$ cat config.mk
export PLATFORM = sky130hd
export DESIGN_NAME = sar_controller
export DESIGN_NICKNAME = d
export VERILOG_FILES = /design/src/rtl/sar_pkg.sv /design/src/rtl/sar_bit_pointer.sv /design/src/rtl/sar_controller.sv
export SDC_FILE = /design/constraint.sdc
export NUM_CORES = 1
export LEC_CHECK = 0
export ABC_CLOCK_PERIOD_IN_PS = 2300
export CAP_MARGIN = 40
export CELL_PAD_IN_SITES_DETAIL_PLACEMENT = 1
export CELL_PAD_IN_SITES_GLOBAL_PLACEMENT = 2
export CORE_ASPECT_RATIO = 0.8
export CORE_MARGIN = 3
export CORE_UTILIZATION = 29
export CTS_CLUSTER_DIAMETER = 100
export DETAILED_ROUTE_END_ITERATION = 12
export HOLD_SLACK_MARGIN = 0.12
export PLACE_DENSITY_LB_ADDON = 0.1
export SLEW_MARGIN = 15
export SYNTH_ARGS = -nofsm -noshare
export SYNTH_HDL_FRONTEND = slang
export SYNTH_SLANG_ARGS = --single-unit
$ cat constraint.sdc
create_clock -name clk_in -period 2.3 [get_ports clk_in]
set_clock_uncertainty 0.2 [all_clocks]
set_input_delay 0.46 -clock clk_in [delete_from_list [all_inputs] [get_ports clk_in]]
set_output_delay 0.46 -clock clk_in [all_outputs]
set_load 0.01 [all_outputs]
$ cat src/rtl/sar_pkg.sv
// sar_pkg: shared types and constants for the SAR conversion controller.
package sar_pkg;

    // Default number of converted bits.
    localparam int RESOLUTION_DEFAULT = 10;

    // Conversion sequencer states.
    typedef enum logic [1:0] {
        IDLE    = 2'd0,
        SAMPLE  = 2'd1,
        CONVERT = 2'd2,
        DONE    = 2'd3
    } sar_state_e;

endpackage

$ cat src/rtl/sar_bit_pointer.sv
// sar_bit_pointer: one-hot pointer to the bit currently under trial.
// It starts at the MSB and moves one position toward the LSB per shift.
// last_o flags that the LSB is the bit being decided this cycle.
module sar_bit_pointer
    import sar_pkg::*;
#(
    parameter int WIDTH = RESOLUTION_DEFAULT
) (
    input  logic             clk_i,
    input  logic             rst_i,
    input  logic             load_i,
    input  logic             shift_i,
    output logic [WIDTH-1:0] ptr_o,
    output logic             last_o
);

    localparam logic [WIDTH-1:0] TOP = {1'b1, {(WIDTH-1){1'b0}}};

    logic [WIDTH-1:0] ptr_q;

    // Reset and load both park the pointer on the MSB; shift walks it down.
    always_ff @(posedge clk_i) begin
        if (rst_i || load_i) begin
            ptr_q <= TOP;
        end else if (shift_i) begin
            ptr_q <= ptr_q >> 1;
        end
    end

    assign ptr_o  = ptr_q;
    assign last_o = ptr_q[0];

endmodule

$ cat src/rtl/sar_controller.sv
// sar_controller: successive-approximation ADC sequencer.
// Tracks the input while start is high, then binary-searches the DAC code
// one bit per cycle and pulses valid when the result is final.
// Optional feature: define SAR_DATA_HOLD_EN to give data_out its own register
// that only changes when a conversion completes; otherwise data_out mirrors
// dac_code directly.
module sar_controller
    import sar_pkg::*;
#(
    parameter int RESOLUTION = RESOLUTION_DEFAULT
) (
    input  logic                  clk_in,
    input  logic                  rst,
    input  logic                  start,
    input  logic                  cmp,
    output logic                  sample,
    output logic [RESOLUTION-1:0] dac_code,
    output logic [RESOLUTION-1:0] data_out,
    output logic                  valid,
    output logic                  overrun
);

    localparam logic [RESOLUTION-1:0] MSB_CODE = {1'b1, {(RESOLUTION-1){1'b0}}};

    sar_state_e            state_q;
    logic                  sample_q;
    logic [RESOLUTION-1:0] dac_q;
    logic [RESOLUTION-1:0] dac_d;
    logic                  valid_q;
    logic                  overrun_q;

    logic [RESOLUTION-1:0] ptr;
    logic                  ptr_last;
    logic                  ptr_load;
    logic                  ptr_shift;

    // Pointer reloads as sampling ends and advances once per conversion cycle.
    assign ptr_load  = (state_q == SAMPLE) && !start;
    assign ptr_shift = (state_q == CONVERT);

    sar_bit_pointer #(
        .WIDTH (RESOLUTION)
    ) u_ptr (
        .clk_i   (clk_in),
        .rst_i   (rst),
        .load_i  (ptr_load),
        .shift_i (ptr_shift),
        .ptr_o   (ptr),
        .last_o  (ptr_last)
    );

    // Decision step: keep or drop the trial bit, then raise the next one down.
    // On the LSB the shifted pointer is zero, so no further bit is raised.
    always_comb begin
        dac_d = dac_q;
        if (!cmp) begin
            dac_d = dac_d & ~ptr;
        end
        dac_d = dac_d | (ptr >> 1);
    end

`ifdef SAR_DATA_HOLD_EN
    logic [RESOLUTION-1:0] data_q;

    // Result register: captures the final code as the FSM enters DONE so it
    // is presented together with valid and held until the next completion.
    always_ff @(posedge clk_in) begin
        if (rst) begin
            data_q <= '0;
        end else if ((state_q == CONVERT) && ptr_last) begin
            data_q <= dac_d;
        end
    end

    assign data_out = data_q;
`else
    assign data_out = dac_q;
`endif

    // Sequencer FSM with all outputs registered alongside the state.
    always_ff @(posedge clk_in) begin
        if (rst) begin
            state_q   <= IDLE;
            sample_q  <= 1'b0;
            dac_q     <= '0;
            valid_q   <= 1'b0;
            overrun_q <= 1'b0;
        end else begin
            valid_q   <= 1'b0;
            overrun_q <= 1'b0;
            case (state_q)
                IDLE: begin
                    if (start) begin
                        state_q  <= SAMPLE;
                        sample_q <= 1'b1;
                        dac_q    <= '0;
                    end
                end
                SAMPLE: begin
                    if (!start) begin
                        state_q  <= CONVERT;
                        sample_q <= 1'b0;
                        dac_q    <= MSB_CODE;
                    end
                end
                CONVERT: begin
                    // A start strobe here is flagged but never alters sequencing.
                    overrun_q <= start;
                    dac_q     <= dac_d;
                    if (ptr_last) begin
                        state_q <= DONE;
                        valid_q <= 1'b1;
                    end
                end
                DONE: begin
                    overrun_q <= start;
                    state_q   <= IDLE;
                end
                default: begin
                    state_q <= IDLE;
                end
            endcase
        end
    end

    assign sample  = sample_q;
    assign dac_code = dac_q;
    assign valid   = valid_q;
    assign overrun = overrun_q;

endmodule

### After elaboration in Yosys (flattened, before gate mapping)

Index checks and enable logic that the tools add are counted.

| word-level totals | value |
|---|---|
| flip-flop bits (word level) | 25 |
| bits in latches | 0 |
| RAM bits | 0 |
| ROM bits | 0 |
| input bits | 4 |
| output and inout port bits | 23 |
| logic and storage cells | 41 |
| memories kept | 0 |

| operators by class | value |
|---|---|
| add/subtract/negate cells | 0 |
| $mul | 0 |
| divide/modulo/power cells | 0 |
| order comparisons | 0 |
| eq/ne operators | 6 |
| shift-type cells | 0 |
| mux-type cells | 12 |
| bitwise logic cells | 5 |
| reduce and logical (&&, ||, !) cells | 12 |

Operators by type and width:

| cell | count |
|---|---|
| two-way mux 10 bit | 3 |
| case mux 10 bit (3 select lines) | 1 |
| AND 10 bit | 1 |
| inverter 10 bit | 1 |
| OR 10 x 9 -> 10 bit | 1 |
| AND reduction 3 bit | 3 |
| case mux 2 bit (4 select lines) | 1 |
| two-way mux 2 bit | 3 |
| OR reduction 2 bit | 3 |
| equality test 2 bit (second input constant) | 2 |
| inequality test 2 bit (second input constant) | 2 |
| two-way mux 1 bit | 3 |
| nonzero test 3 bit | 1 |
| equality test 2 x 1 -> 1 bit (second input constant) | 1 |
| zero test 2 bit | 1 |
| inequality test 2 x 1 -> 1 bit (second input constant) | 1 |
| inverter 1 bit | 2 |
| case mux 1 bit (2 select lines) | 1 |
| nonzero test 2 bit | 1 |
| logical AND 1 bit | 1 |
| zero test 1 bit | 1 |
| logical OR 1 bit | 1 |

### Logic depth before layout (Yosys ltp)

| depth | value |
|---|---|
| depth in word-level cells | 5 |
| gate-level depth with buffers | 8 |
| mapped depth without buffers | 5 |

### By module

From an unflattened synthesis, not the netlist that was laid out.

| unflattened totals | value |
|---|---|
| cell total of the unflattened synthesis | 143 |
| area total of the unflattened synthesis | 1398.8 µm² |

Modules (own cells, without submodules):

| module | instances | cells each | area an instance (µm²) | sequential area each (µm²) |
|---|---|---|---|---|
| sar_controller | 1 | 109 | 1031.0 | 300.3 |
| sar_bit_pointer | 1 | 34 | 367.9 | 200.2 |

### Least setup slack after synthesis

Ideal clock, no wire load.

| path | value |
|---|---|
| path kind | reg2reg |
| start point | reg state_q[0] |
| end point | reg dac_q[6], in the netlist dac_code[6] |
| library setup time | 0.133 ns |
| arrival time | 1.370 ns |
| data required time | 1.967 ns |
| slack | 0.597 ns |
| stages on the path, launching flop included | 9 |
| path buffers | 3 |
| period minus slack after synthesis | 1.703 ns |
| cells stage by stage | dfxtp_1 -> inv_1 -> ha_1 -> buf_4 -> and3b_1 -> buf_4 -> buf_6 -> o2111ai_1 -> a31oi_1 |

| between the ends | value |
|---|---|
| longest elaborated chain between the ends | 3 |
| elaborated cells between the ends (all ways) | 8 |
| classes of those cells | eq/ne: 4; mux: 1; reduce/logical: 3 |

Ends and longest elaborated chain:

| item | line | text |
|---|---|---|
| start, declared | sar_controller.sv:25 | `sar_state_e state_q;` |
| start signal, assigned | sar_controller.sv:83 | `state_q <= IDLE;` |
| start signal, assigned | sar_controller.sv:94 | `state_q <= SAMPLE;` |
| start signal, assigned | sar_controller.sv:101 | `state_q <= CONVERT;` |
| equality test 2 x 1 -> 1 bit (tied with other cells) | sar_controller.sv:91 | `case (state_q)` |
| inequality test 2 bit (no source line) or nonzero test 3 bit (tied branches) | - |  |
| AND reduction 3 bit (no source line) | - |  |
| end signal, assigned | sar_controller.sv:85 | `dac_q <= '0;` |
| end signal, assigned | sar_controller.sv:96 | `dac_q <= '0;` |
| end signal, assigned | sar_controller.sv:103 | `dac_q <= MSB_CODE;` |
| end, declared | sar_controller.sv:27 | `logic [RESOLUTION-1:0] dac_q;` |

Parallel ways exist; a longest one is shown, timed or not.
A chain may end at the register's enable or synchronous reset.

### Final worst setup path

| path | value |
|---|---|
| start point | in start |
| end point | reg dac_q[0], in the netlist dac_code[0] |

| between the ends | value |
|---|---|
| longest elaborated chain between the ends | 2 |
| elaborated cells between the ends (all ways) | 3 |
| classes of those cells | eq/ne: 2; reduce/logical: 1 |

Ends and longest elaborated chain:

| item | line | text |
|---|---|---|
| start, declared | sar_controller.sv:14 | `input logic start,` |
| inequality test 2 bit (no source line) | - |  |
| AND reduction 3 bit (no source line) * | - |  |

Every way passes the cells marked *; elsewhere a longest branch is shown, timed or not.

==> summary.txt <==
Critical path
  – Slowest library cell on the worst path: clkdlybuf4s50_1
  – Max incr delay on CP: 640 ps
  – Largest fanout on the critical path: 13
  – Startpoint types: primary input
  – Crit-path leading delay family: buffers and inverters
  – Worst EP arrival: 1990 ps
  – CP Data Required Time: 2300 ps
  – Worst Path Buf+Inv: 1
  – CP Capture Type: flip-flop
  – Type of the worst setup path: primary input to flip-flop
  – Crit-path cells: clkdlybuf4s50_1 > mux2_4 > or3_1 > a21oi_1

Min path
  – Min-delay worst type: flip-flop to flip-flop

Floorplanning
  – Die height: 65.34 um
  – Starting Density: 0.3188
  – Die width: 80.17 um
  – # IOs: 27
  – Total core area: 4004 sq um
  – Die footprint: 5238 sq um
  – Site row count: 20

Synth
  – Syn nets: 153
  – Sequential fraction of the synthesis area: 0.3922
  – Flops & latches, synth: 25
  – Post-synthesis instance total: 144
  – Fraction of registers with async set/reset: 0
  – Top_reg_cell synth: dfxtp_1
  – Most frequent cells after synthesis: 25 x dfxtp_1, 13 x buf_4, 12 x inv_1
  – Number of synthesized flops with an enable pin: 0
  – Cell Area, Synth: 1276 sq um
  – Post-synth top area share: 0.3922
  – Synth cell types: 26
  – Yosys top cell by area: dfxtp_1
  – Most frequent cell after synthesis: dfxtp_1
  – Avg Inst Size Synth: 8.863 sq um
  – Synth warn: 0
  – Top post-synthesis cells by area: dfxtp_1 39%, buf_4 7.6%, mux2i_1 6.3%, o2111ai_1 6.2%, ha_1 4.9%

Placed design
  – RD Place Congestion: 0.7877
  – Cells after DPL: 210
  – IO buf count: 26
  – Placement Setup Slack: 23.34 ps
  – DP HPWL: 2345 um

STA
  – RSZ-0062 raised after global routing: no
  – Final setup fails: 0
  – Final setup margin: 310.3 ps
  – Worst Tran Pin Value: 460.6 ps
  – Min Tclk post-route: 1990 ps
  – Final period utilization: 0.8651
  – WHS: 283.5 ps
  – Final Hold Vio Count: 0
  – Fmax achieved: 502.6 MHz
  – Slew HR: 0.6929
  – Max Transition Viols Final: 0
  – Final TNS setup: 0 ps

Clocking
  – Num CTS Buffers: 3
  – Post-CTS setup buffer count: 0
  – CTS tree: done
  – Clk_lat worst skew: 260 ps
  – # clock sinks: 25
  – Max H-tree Level: 1
  – Root buffer cell: clkbuf_8
  – Worst-path clk slew: 80 ps
  – Post-cts resize count: 0
  – CTS max path bufs: 2
  – Hold-fix buffers, CTS: 0

Global route
  – First-pass GRT wire length: 5623 um
  – Vias in the first global route: 1,107
  – Gr ovfl total: 0
  – Initial antenna violation count: 0
  – Largest net degree at the start of global routing: 20
  – Tot GR Track Use: 0.1387

Detailed routing
  – Iter 0 DRT Violations: 36
  – Total iterations of the first detailed-routing run: 4
  – DRC viols: 0
  – Routed length per instance: 15.36 um
  – Drt total wl: 3288 um
  – Remaining antenna violation count after routing: 0
  – Via count: 1,089
  – Vias per cell: 5.089

Power and ir drop
  – Peak supply drop: 0.4264 mV
  – Cell Pwr Density: 892.5 nW/um^2
  – Pleak: 0.0005145 uW

Status
  – Status: finished, final reports clean

Cells and area
  – Ant. Diodes: 0
  – Layout Nets: 169
  – Area growth from synthesis to layout: 22.55%
  – Share of layout cells above drive strength 1: 0.06918
  – Fin cells: 214

Flow run
  – Max Cap Violations: 0
-- final timing paths --
check                           slack [ps]      startpoint  cells past startpoint     endpoint
worst max-delay path                   310           start                      4  dac_code[0]
worst min-delay path                   280  u_ptr.ptr_o[0]                      2        valid
worst max register to register         420      state_q[1]                      5  dac_code[0]
worst min register to register         280  u_ptr.ptr_o[0]                      2        valid
-- final cells by class --
type,instances,area [sq um]
clock buffers,4,45.04
fillers,481,2440
inverters,12,45.04
multi-input cells,86,586.8
flip-flops and latches,25,500.5
well taps,55,68.82
repair buffers,32,317.8
-- metrics by stage --
step / total power, uW / area (sq um) / util
floorplan: 957.3 / 1276 / -
global placement: 1127 / 1519 / 0.3794
detailed placement: 1149 / 1519 / 0.3794
CTS: 1420 / 1564 / 0.3906
global route: 1495 / 1564 / 0.3906
finish: 1396 / 1564 / 0.3906
-- sequential cells by signal, indices dropped and copies added, names as in the netlist --
signal,count
state_q,2
dac_code,10
overrun,1
u_ptr.ptr_o,10
sample,1
valid,1
-- tightest hold or removal path, cell delays in order, from the launching register on --
cell     delay, ps
dfxtp_1        340
nand2_1         70
nor2_1          40
-- cells by family after synthesis --
kind of cell,Yosys count,share of synthesized area
buf+inv,33,0.1480
compound gates,40,0.2010
mux,10,0.09215
fa+ha+maj,5,0.04902
simple gates,31,0.1177
flops,25,0.3922
-- power breakdown --
part           total (uW)  switching, uW  leakage (uW)  internal (uW)
Clock                 260            136     0.0000228            124
Sequential            518           42.1      0.000202            476
Combinational         617            360      0.000290            257
-- layout by cell type, fill, tap and decap left out, drive strengths merged --
| cell type | count |
|---|---|
| clkdlybuf4s50 | 26 |
| dfxtp | 25 |
| inv | 12 |
| nor2 | 11 |
| o21ai | 11 |
| nand3 | 9 |
| o2111ai | 9 |
| mux2i | 9 |
| a31oi | 8 |
| a21oi | 7 |
| buf | 6 |
| ha | 5 |
| clkbuf | 4 |
| nand2 | 3 |
| a21o | 3 |
| nor3 | 3 |
| nand2b | 1 |
| mux2 | 1 |
| and3b | 1 |
| nor2b | 1 |
| o31ai | 1 |
| or3 | 1 |
| o21a | 1 |
| nor4bb | 1 |
-- metal layers --
layer | track usage | wire length (um)
met3 | 0.03562 | 95
met2 | 0.2304 | 1608
met5 | 0 | 0
met4 | 0.02954 | 21
met1 | 0.1812 | 1562
No activity file was read; power rests on OpenSTA's default activity.
